==> src/rtl/audio_sample_bridge.sv <==
// Sample-path bridge: receive codec -> attenuate/tag -> ingress FIFO -> DSP,
// DSP result -> egress FIFO -> transmit codec (silence + sticky flag on underflow).
// Ports:
//   lmmi_clk_i, reset_n_i       clock, async active-low reset
//   en_i                        block enable (low = synchronous flush/idle)
//   shift_i                     attenuation right-shift amount
//   rx_valid_i, rx_data_i       receive codec strobe and word
//   dsp_valid_o/data_o/ch_o     ingress FIFO head towards the DSP, dsp_ready_i accepts
//   res_valid_i/data_i          DSP result, res_ready_o = egress can accept
//   tx_req_i, tx_data_o         transmit codec request and sign-extended word
//   rx_level_o, ovf_o, unf_o    ingress occupancy, sticky overflow/underflow
module audio_sample_bridge #(
  parameter int unsigned DATA_WIDTH = 24,
  parameter int unsigned NUM_CH     = 2,
  parameter int unsigned FIFO_DEPTH = 4,
  parameter int unsigned SHIFT_W    = 3,
  localparam int unsigned CH_W      = (NUM_CH > 1) ? $clog2(NUM_CH) : 1,
  localparam int unsigned LVL_W     = $clog2(FIFO_DEPTH + 1)
) (
  input  logic                  lmmi_clk_i,
  input  logic                  reset_n_i,
  input  logic                  en_i,
  input  logic [SHIFT_W-1:0]    shift_i,
  input  logic                  rx_valid_i,
  input  logic [31:0]           rx_data_i,
  output logic                  dsp_valid_o,
  output logic [DATA_WIDTH-1:0] dsp_data_o,
  output logic [CH_W-1:0]       dsp_ch_o,
  input  logic                  dsp_ready_i,
  input  logic                  res_valid_i,
  input  logic [DATA_WIDTH-1:0] res_data_i,
  output logic                  res_ready_o,
  input  logic                  tx_req_i,
  output logic [31:0]           tx_data_o,
  output logic [LVL_W-1:0]      rx_level_o,
  output logic                  ovf_o,
  output logic                  unf_o
);

  localparam int unsigned AW  = $clog2(FIFO_DEPTH);
  localparam int unsigned DW1 = DATA_WIDTH + 1;

  typedef struct packed {
    logic [CH_W-1:0]       ch;
    logic [DATA_WIDTH-1:0] data;
  } ing_t;

  // Upper receive bits beyond the sample width carry no information.
  if (DATA_WIDTH < 32) begin : g_unused
    logic unused_rx_bits;
    assign unused_rx_bits = ^rx_data_i[31:DATA_WIDTH];
  end

  logic                  run_q;
  logic [CH_W-1:0]       ch_cnt;
  logic                  stg_valid;
  ing_t                  stg;
  ing_t                  in_mem [FIFO_DEPTH];
  logic [LVL_W-1:0]      in_wr_ptr, in_rd_ptr, in_level;
  logic [DATA_WIDTH-1:0] eg_mem [FIFO_DEPTH];
  logic [LVL_W-1:0]      eg_wr_ptr, eg_rd_ptr, eg_level;

  logic signed [DATA_WIDTH-1:0] s_in;
  logic signed [DW1-1:0]        ext, rnd, sum, shr;
  logic [DATA_WIDTH-1:0]        att_c;

  // Round-half-up arithmetic shift with saturation, one bit of headroom.
  always_comb begin
    s_in = signed'(rx_data_i[DATA_WIDTH-1:0]);
    ext  = DW1'(s_in);
    rnd  = '0;
    if (shift_i != '0) rnd = DW1'(1) << (shift_i - SHIFT_W'(1));
    sum  = ext + rnd;
    shr  = sum >>> shift_i;
    if (shr[DW1-1] != shr[DW1-2])
      att_c = shr[DW1-1] ? {1'b1, {(DATA_WIDTH-1){1'b0}}} : {1'b0, {(DATA_WIDTH-1){1'b1}}};
    else
      att_c = shr[DATA_WIDTH-1:0];
  end

  logic in_empty, in_full, in_pop, in_push;
  logic eg_empty, eg_full, eg_pop, eg_push;
  ing_t in_head;

  // FIFO status; pointers carry one extra wrap bit so level = wr - rd.
  always_comb begin
    in_level = in_wr_ptr - in_rd_ptr;
    eg_level = eg_wr_ptr - eg_rd_ptr;
    in_empty = (in_level == '0);
    in_full  = (in_level == LVL_W'(FIFO_DEPTH));
    eg_empty = (eg_level == '0);
    eg_full  = (eg_level == LVL_W'(FIFO_DEPTH));
    in_pop   = en_i && !in_empty && dsp_ready_i;
    in_push  = en_i && stg_valid && (!in_full || in_pop);
    eg_push  = res_valid_i && res_ready_o;
    eg_pop   = en_i && tx_req_i && !eg_empty;
    in_head  = in_mem[in_rd_ptr[AW-1:0]];
  end

  // Head is masked while empty so the DSP side reads zero after reset/flush.
  assign dsp_valid_o = !in_empty;
  assign dsp_data_o  = in_empty ? '0 : in_head.data;
  assign dsp_ch_o    = in_empty ? '0 : in_head.ch;
  assign rx_level_o  = in_level;
  // run_q keeps res_ready_o low until the first clock after reset.
  assign res_ready_o = en_i && run_q && !eg_full;

  // Control state: stage, channel counter, pointers, transmit word, flags.
  always_ff @(posedge lmmi_clk_i or negedge reset_n_i) begin
    if (!reset_n_i) begin
      run_q     <= 1'b0;
      ch_cnt    <= '0;
      stg_valid <= 1'b0;
      stg       <= '0;
      in_wr_ptr <= '0;
      in_rd_ptr <= '0;
      eg_wr_ptr <= '0;
      eg_rd_ptr <= '0;
      tx_data_o <= '0;
      ovf_o     <= 1'b0;
      unf_o     <= 1'b0;
    end else if (!en_i) begin
      run_q     <= 1'b1;
      ch_cnt    <= '0;
      stg_valid <= 1'b0;
      stg       <= '0;
      in_wr_ptr <= '0;
      in_rd_ptr <= '0;
      eg_wr_ptr <= '0;
      eg_rd_ptr <= '0;
      tx_data_o <= '0;
      ovf_o     <= 1'b0;
      unf_o     <= 1'b0;
    end else begin
      run_q     <= 1'b1;
      stg_valid <= rx_valid_i;
      if (rx_valid_i) begin
        stg    <= '{ch: ch_cnt, data: att_c};
        ch_cnt <= (ch_cnt == CH_W'(NUM_CH - 1)) ? '0 : ch_cnt + CH_W'(1);
      end
      if (in_push) in_wr_ptr <= in_wr_ptr + LVL_W'(1);
      if (in_pop)  in_rd_ptr <= in_rd_ptr + LVL_W'(1);
      if (stg_valid && in_full && !in_pop) ovf_o <= 1'b1;
      if (eg_push) eg_wr_ptr <= eg_wr_ptr + LVL_W'(1);
      if (tx_req_i) begin
        if (!eg_empty) begin
          eg_rd_ptr <= eg_rd_ptr + LVL_W'(1);
          tx_data_o <= 32'(signed'(eg_mem[eg_rd_ptr[AW-1:0]]));
        end else begin
          tx_data_o <= '0;
          unf_o     <= 1'b1;
        end
      end
    end
  end

  // FIFO storage; validity is tracked by the pointers only.
  always_ff @(posedge lmmi_clk_i) begin
    if (in_push) in_mem[in_wr_ptr[AW-1:0]] <= stg;
    if (eg_push) eg_mem[eg_wr_ptr[AW-1:0]] <= res_data_i;
  end

  logic unused_pop;
  assign unused_pop = eg_pop;

endmodule

==> config.mk <==
export PLATFORM = sky130hd
export DESIGN_NAME = audio_sample_bridge
export DESIGN_NICKNAME = d
export VERILOG_FILES = /design/src/rtl/audio_sample_bridge.sv
export SDC_FILE = /design/constraint.sdc
export NUM_CORES = 1
export LEC_CHECK = 0
export ABC_AREA = 1
export BUFFER_PORTS_ARGS = -buffer_cell sky130_fd_sc_hd__buf_2
export CORE_MARGIN = 5
export CORE_UTILIZATION = 48
export DETAILED_ROUTE_END_ITERATION = 16
export PLACE_DENSITY_LB_ADDON = 0.05
export SYNTH_ARGS = -nofsm -noshare
export SYNTH_HDL_FRONTEND = slang
export SYNTH_SLANG_ARGS = --single-unit
==> constraint.sdc <==
create_clock -name lmmi_clk_i -period 6.47 [get_ports lmmi_clk_i]
set_input_delay 0.647 -clock lmmi_clk_i [delete_from_list [all_inputs] [get_ports lmmi_clk_i]]
set_output_delay 0.647 -clock lmmi_clk_i [all_outputs]
set_load 0.01 [all_outputs]
==> summary.md <==
| Metric | Value |
|---|---|
| Setup bufs post-CTS | `0` |
| Warnings, synthesis | `0` |
| Worst EP required | `6.61 ns` |
| Htree depth | `1` |
| Routed wire length | `28.53 mm` |
| Starting Density | `48.66%` |
| Worst hold start | `res_data_i[12]` |
| Ant diodes | `0` |
| PortBufs | `121` |
| Worst path max stage delay | `0.86 ns` |
| Vias | `9189` |
| R2r worst-path depth | `10` |
| Global route overflow | `0` |
| Cts bufs inserted | `28` |
| Post-route ant nets | `0` |
| First-pass GRT wire length | `47.04 mm` |
| WHS Endpoint | `eg_mem[0][12]` |
| Worst path cell trace | `buf_4, ha_1, fa_1, xor2_1, xor2_1, nand2_2, nand3_2, nand3_1, nand3_1, nor2_4` |
| Final Hold Fails | `0` |
| F_max | `0.2385 GHz` |
| Fin. max-slew vios | `0` |
| First-pass DRT Iterations | `5` |
| Dpl ws | `1.874 ns` |
| Iter 0 DRT Violations | `647` |
| Largest net degree at the start of global routing | `62` |
| Reg-to-Reg End | `in_mem[3][18]` |
| Worst setup EP type | `flip-flop` |
| CP Buf/Inv Count | `1` |
| Crit start category | `flip-flop` |
| Fillers | `2363` |
| Arrival @ worst endpoint | `4.33 ns` |
| Instance count on the critical path | `10` |
| Die Width | `172.5 µm` |
| CTS tree | `yes` |
| Rows | `59` |
| Vias in the first global route | `8886` |
| Final nets | `1510` |
| WHS Path Cells | `1` |
| Total track usage | `18.82%` |
| Die H | `172.5 µm` |
| Syn Nets | `1416` |
| GPL Wtd Cong | `0.9486` |
| Fin cells | `1778` |
| Critical path type | `flip-flop to flip-flop` |
| Power Density | `346.4 mW/mm²` |
| Crit path max-delay family | `simple AND/OR/NAND/NOR gates` |
| Post-Layout Inst Area | `0.01447 mm²` |
| Yosys reg bits | `262` |
| RSZ-0062 raised after global routing | `no` |
| Crit Path Max Fanout | `55` |
| TritonCTS Sinks | `262` |
| Synthesized area | `0.01268 mm²` |
| Crit-path slowest cell | `nor2_4` |
| P_leak | `6.292 nW` |
| Initial antenna violation count | `2` |
| Io pins | `130` |
| Die area | `0.02977 mm²` |
| Critical R2R Launch | `in_rd_ptr[0]` |
| Post-route DRC | `0` |
| Root buf cell | `clkbuf_16` |
| Post-synth cell types | `42` |
| Clock Path Buffers | `3` |
| Clock Skew | `0.03456 ns` |
| Fin crit period | `4.193 ns` |
| Placed cells | `1725` |
| Avg Vias per Cell | `5.168` |
| Worst-path clk slew | `0.06 ns` |
| Slew Limit Headroom | `31.16%` |
| Layout area overhead | `14.08%` |
| Tcrit/Tclk final | `64.81%` |
| Status | `complete, no violations` |
| R2R Setup Slk | `2.28 ns` |
| Worst slew pin tran | `1.033 ns` |
| Hpwl dp | `18.50 mm` |
| Placed instance area | `0.01351 mm²` |
| Peak VDD IR | `0.4304 mV` |
| Hold Crit Class | `input port to flip-flop` |
| Core area | `0.02606 mm²` |
| Number of max-cap violations | `0` |
| Setup TNS Final | `0 ns` |
| Final Setup Violations | `0` |
| Power Total | `0.005011 W` |
| Register area share after synthesis | `59.44%` |
| Share of layout cells above drive strength 1 | `17.39%` |
| Syn Inst Count | `1327` |
| Routed len/inst | `16.04 µm` |
| Setup ws final | `2.277 ns` |
| Clock insertion delay at the later pin of the skew report | `0.55 ns` |
| Mean Syn Cell Area | `9.556 µm²` |
## registers in the layout (all words and copies together) (netlist names)
register	cells
stg	25
eg_rd_ptr	3
tx_data_o	24
ovf_o	1
unf_o	1
run_q	1
eg_mem	96
eg_wr_ptr	3
stg_valid	1
ch_cnt	1
in_wr_ptr	3
in_mem	100
in_rd_ptr	3
## repair_timing
| action | in CTS | in global routing |
|---|---|---|
| resized for setup | 0 | 0 |
| hold buffers | 1 | 0 |
| endpoints found under the setup margin | 0 | 0 |
| hold endpoints to repair | 5 | 0 |
## layout by cell type (no fill, tap or decap), types with 9 or more instances in the layout
| cell type | instances |
|---|---|
| o21ai_0 | 111 |
| buf_4 | 11 |
| o32ai_1 | 25 |
| nand2_2 | 34 |
| ha_1 | 21 |
| nor2_1 | 158 |
| nor2_4 | 9 |
| clkbuf_16 | 28 |
| buf_2 | 120 |
| edfxtp_1 | 196 |
| inv_1 | 125 |
| o22ai_1 | 24 |
| inv_2 | 9 |
| dfrtp_1 | 66 |
| nand2_1 | 283 |
| nand3_1 | 129 |
## power by group
part	total (W)	internal (W)	switching, W	leakage, nW
Combinational	0.00144	0.000480	0.000961	3.15
Sequential	0.00198	0.00193	0.0000576	2.67
Clock	0.00159	0.000946	0.000641	0.466
Total	0.00501	0.00335	0.00166	6.29
## stage by stage
stage | utilization, % | hold slack [ns]
after global placement | 51.85 | 0.4533
after CTS | 55.51 | 0.2920
after global routing | 55.51 | 0.2985
final | 55.51 | 0.3122
after floorplan | - | 0.3514
after detailed placement | 51.85 | 0.4633
## layout make-up
class                      count  area, µm²  share of cell area [%]
tap                          335      419.2                   2.897
sequential                   262       7537                   52.10
multi-input combinational    862       4365                   30.18
clock inverter                18      201.4                   1.392
inverter                     135      506.7                   3.503
timing repair buffer         132      693.2                   4.792
clock buffer                  34      743.2                   5.138
## kinds of logic (layout without fill, tap and decap cells)
| family | Yosys count | count (layout) | share of synthesized area, % |
|---|---|---|---|
| AND/OR/NAND/NOR | 653 | 653 | 22.80 |
| flip-flops | 262 | 262 | 59.44 |
| buffers and inverters | 203 | 319 | 6.591 |
| AO/OA/AOI/OAI | 176 | 176 | 8.170 |
| adder cells (fa/ha/maj) | 23 | 23 | 2.388 |
| XOR/XNOR | 8 | 8 | 0.5526 |
| other | 2 | 2 | 0.05922 |
## synthesized netlist by cell type, drive strengths merged
| master | n | area [µm²] |
|---|---|---|
| ha | 21 | 262.8 |
| clkbuf | 45 | 168.9 |
| conb | 2 | 7.510 |
| nand3 | 134 | 703.2 |
| nand4 | 7 | 58.81 |
| o21ai | 113 | 565.5 |
| a21oi | 10 | 68.82 |
| nor3 | 5 | 35.03 |
| a22oi | 1 | 7.510 |
| a22o | 2 | 17.52 |
| edfxtp | 196 | 5886 |
| xor2 | 5 | 43.79 |
| clkinv | 1 | 3.750 |
| o22ai | 24 | 150.1 |
| nand2 | 320 | 1309 |
| dfrtp | 66 | 1652 |
| o32ai | 25 | 219.0 |
| buf | 23 | 160.1 |
| and2 | 2 | 12.51 |
| a211oi | 1 | 7.510 |
| fa | 2 | 40.04 |
| inv | 134 | 503.0 |
| xnor2 | 3 | 26.28 |
| nor2 | 175 | 700.7 |
| nand3b | 8 | 60.06 |
| or2 | 2 | 12.51 |
## layer usage
layer | vias up | wire length (µm) | track usage (%)
met5 | - | 27 | 0
met2 | 192 | 12740 | 29.51
met1 | 4308 | 14040 | 28.05
met3 | 39 | 1207 | 2.817
met4 | 4 | 514 | 4.061
li1 | 4646 | - | -
## how the worst max path moves through the flow
| stage | startpoint | endpoint | slack [ns] |
|---|---|---|---|
| 5_1_grt | in_rd_ptr[0] | in_wr_ptr[2] | 1.90 |
| 3_3_place_gp | shift_i[0] | stg[19] | 1.91 |
| 4_1_cts | in_rd_ptr[0] | in_mem[3][10] | 2.19 |
| 3_5_place_dp | shift_i[0] | stg[2] | 1.87 |
| 2_1_floorplan | in_wr_ptr[0] | in_mem[3][0] | 3.08 |
| 6_report | in_rd_ptr[0] | in_mem[3][18] | 2.28 |
Note: power is estimated with default switching activity, not from simulation.
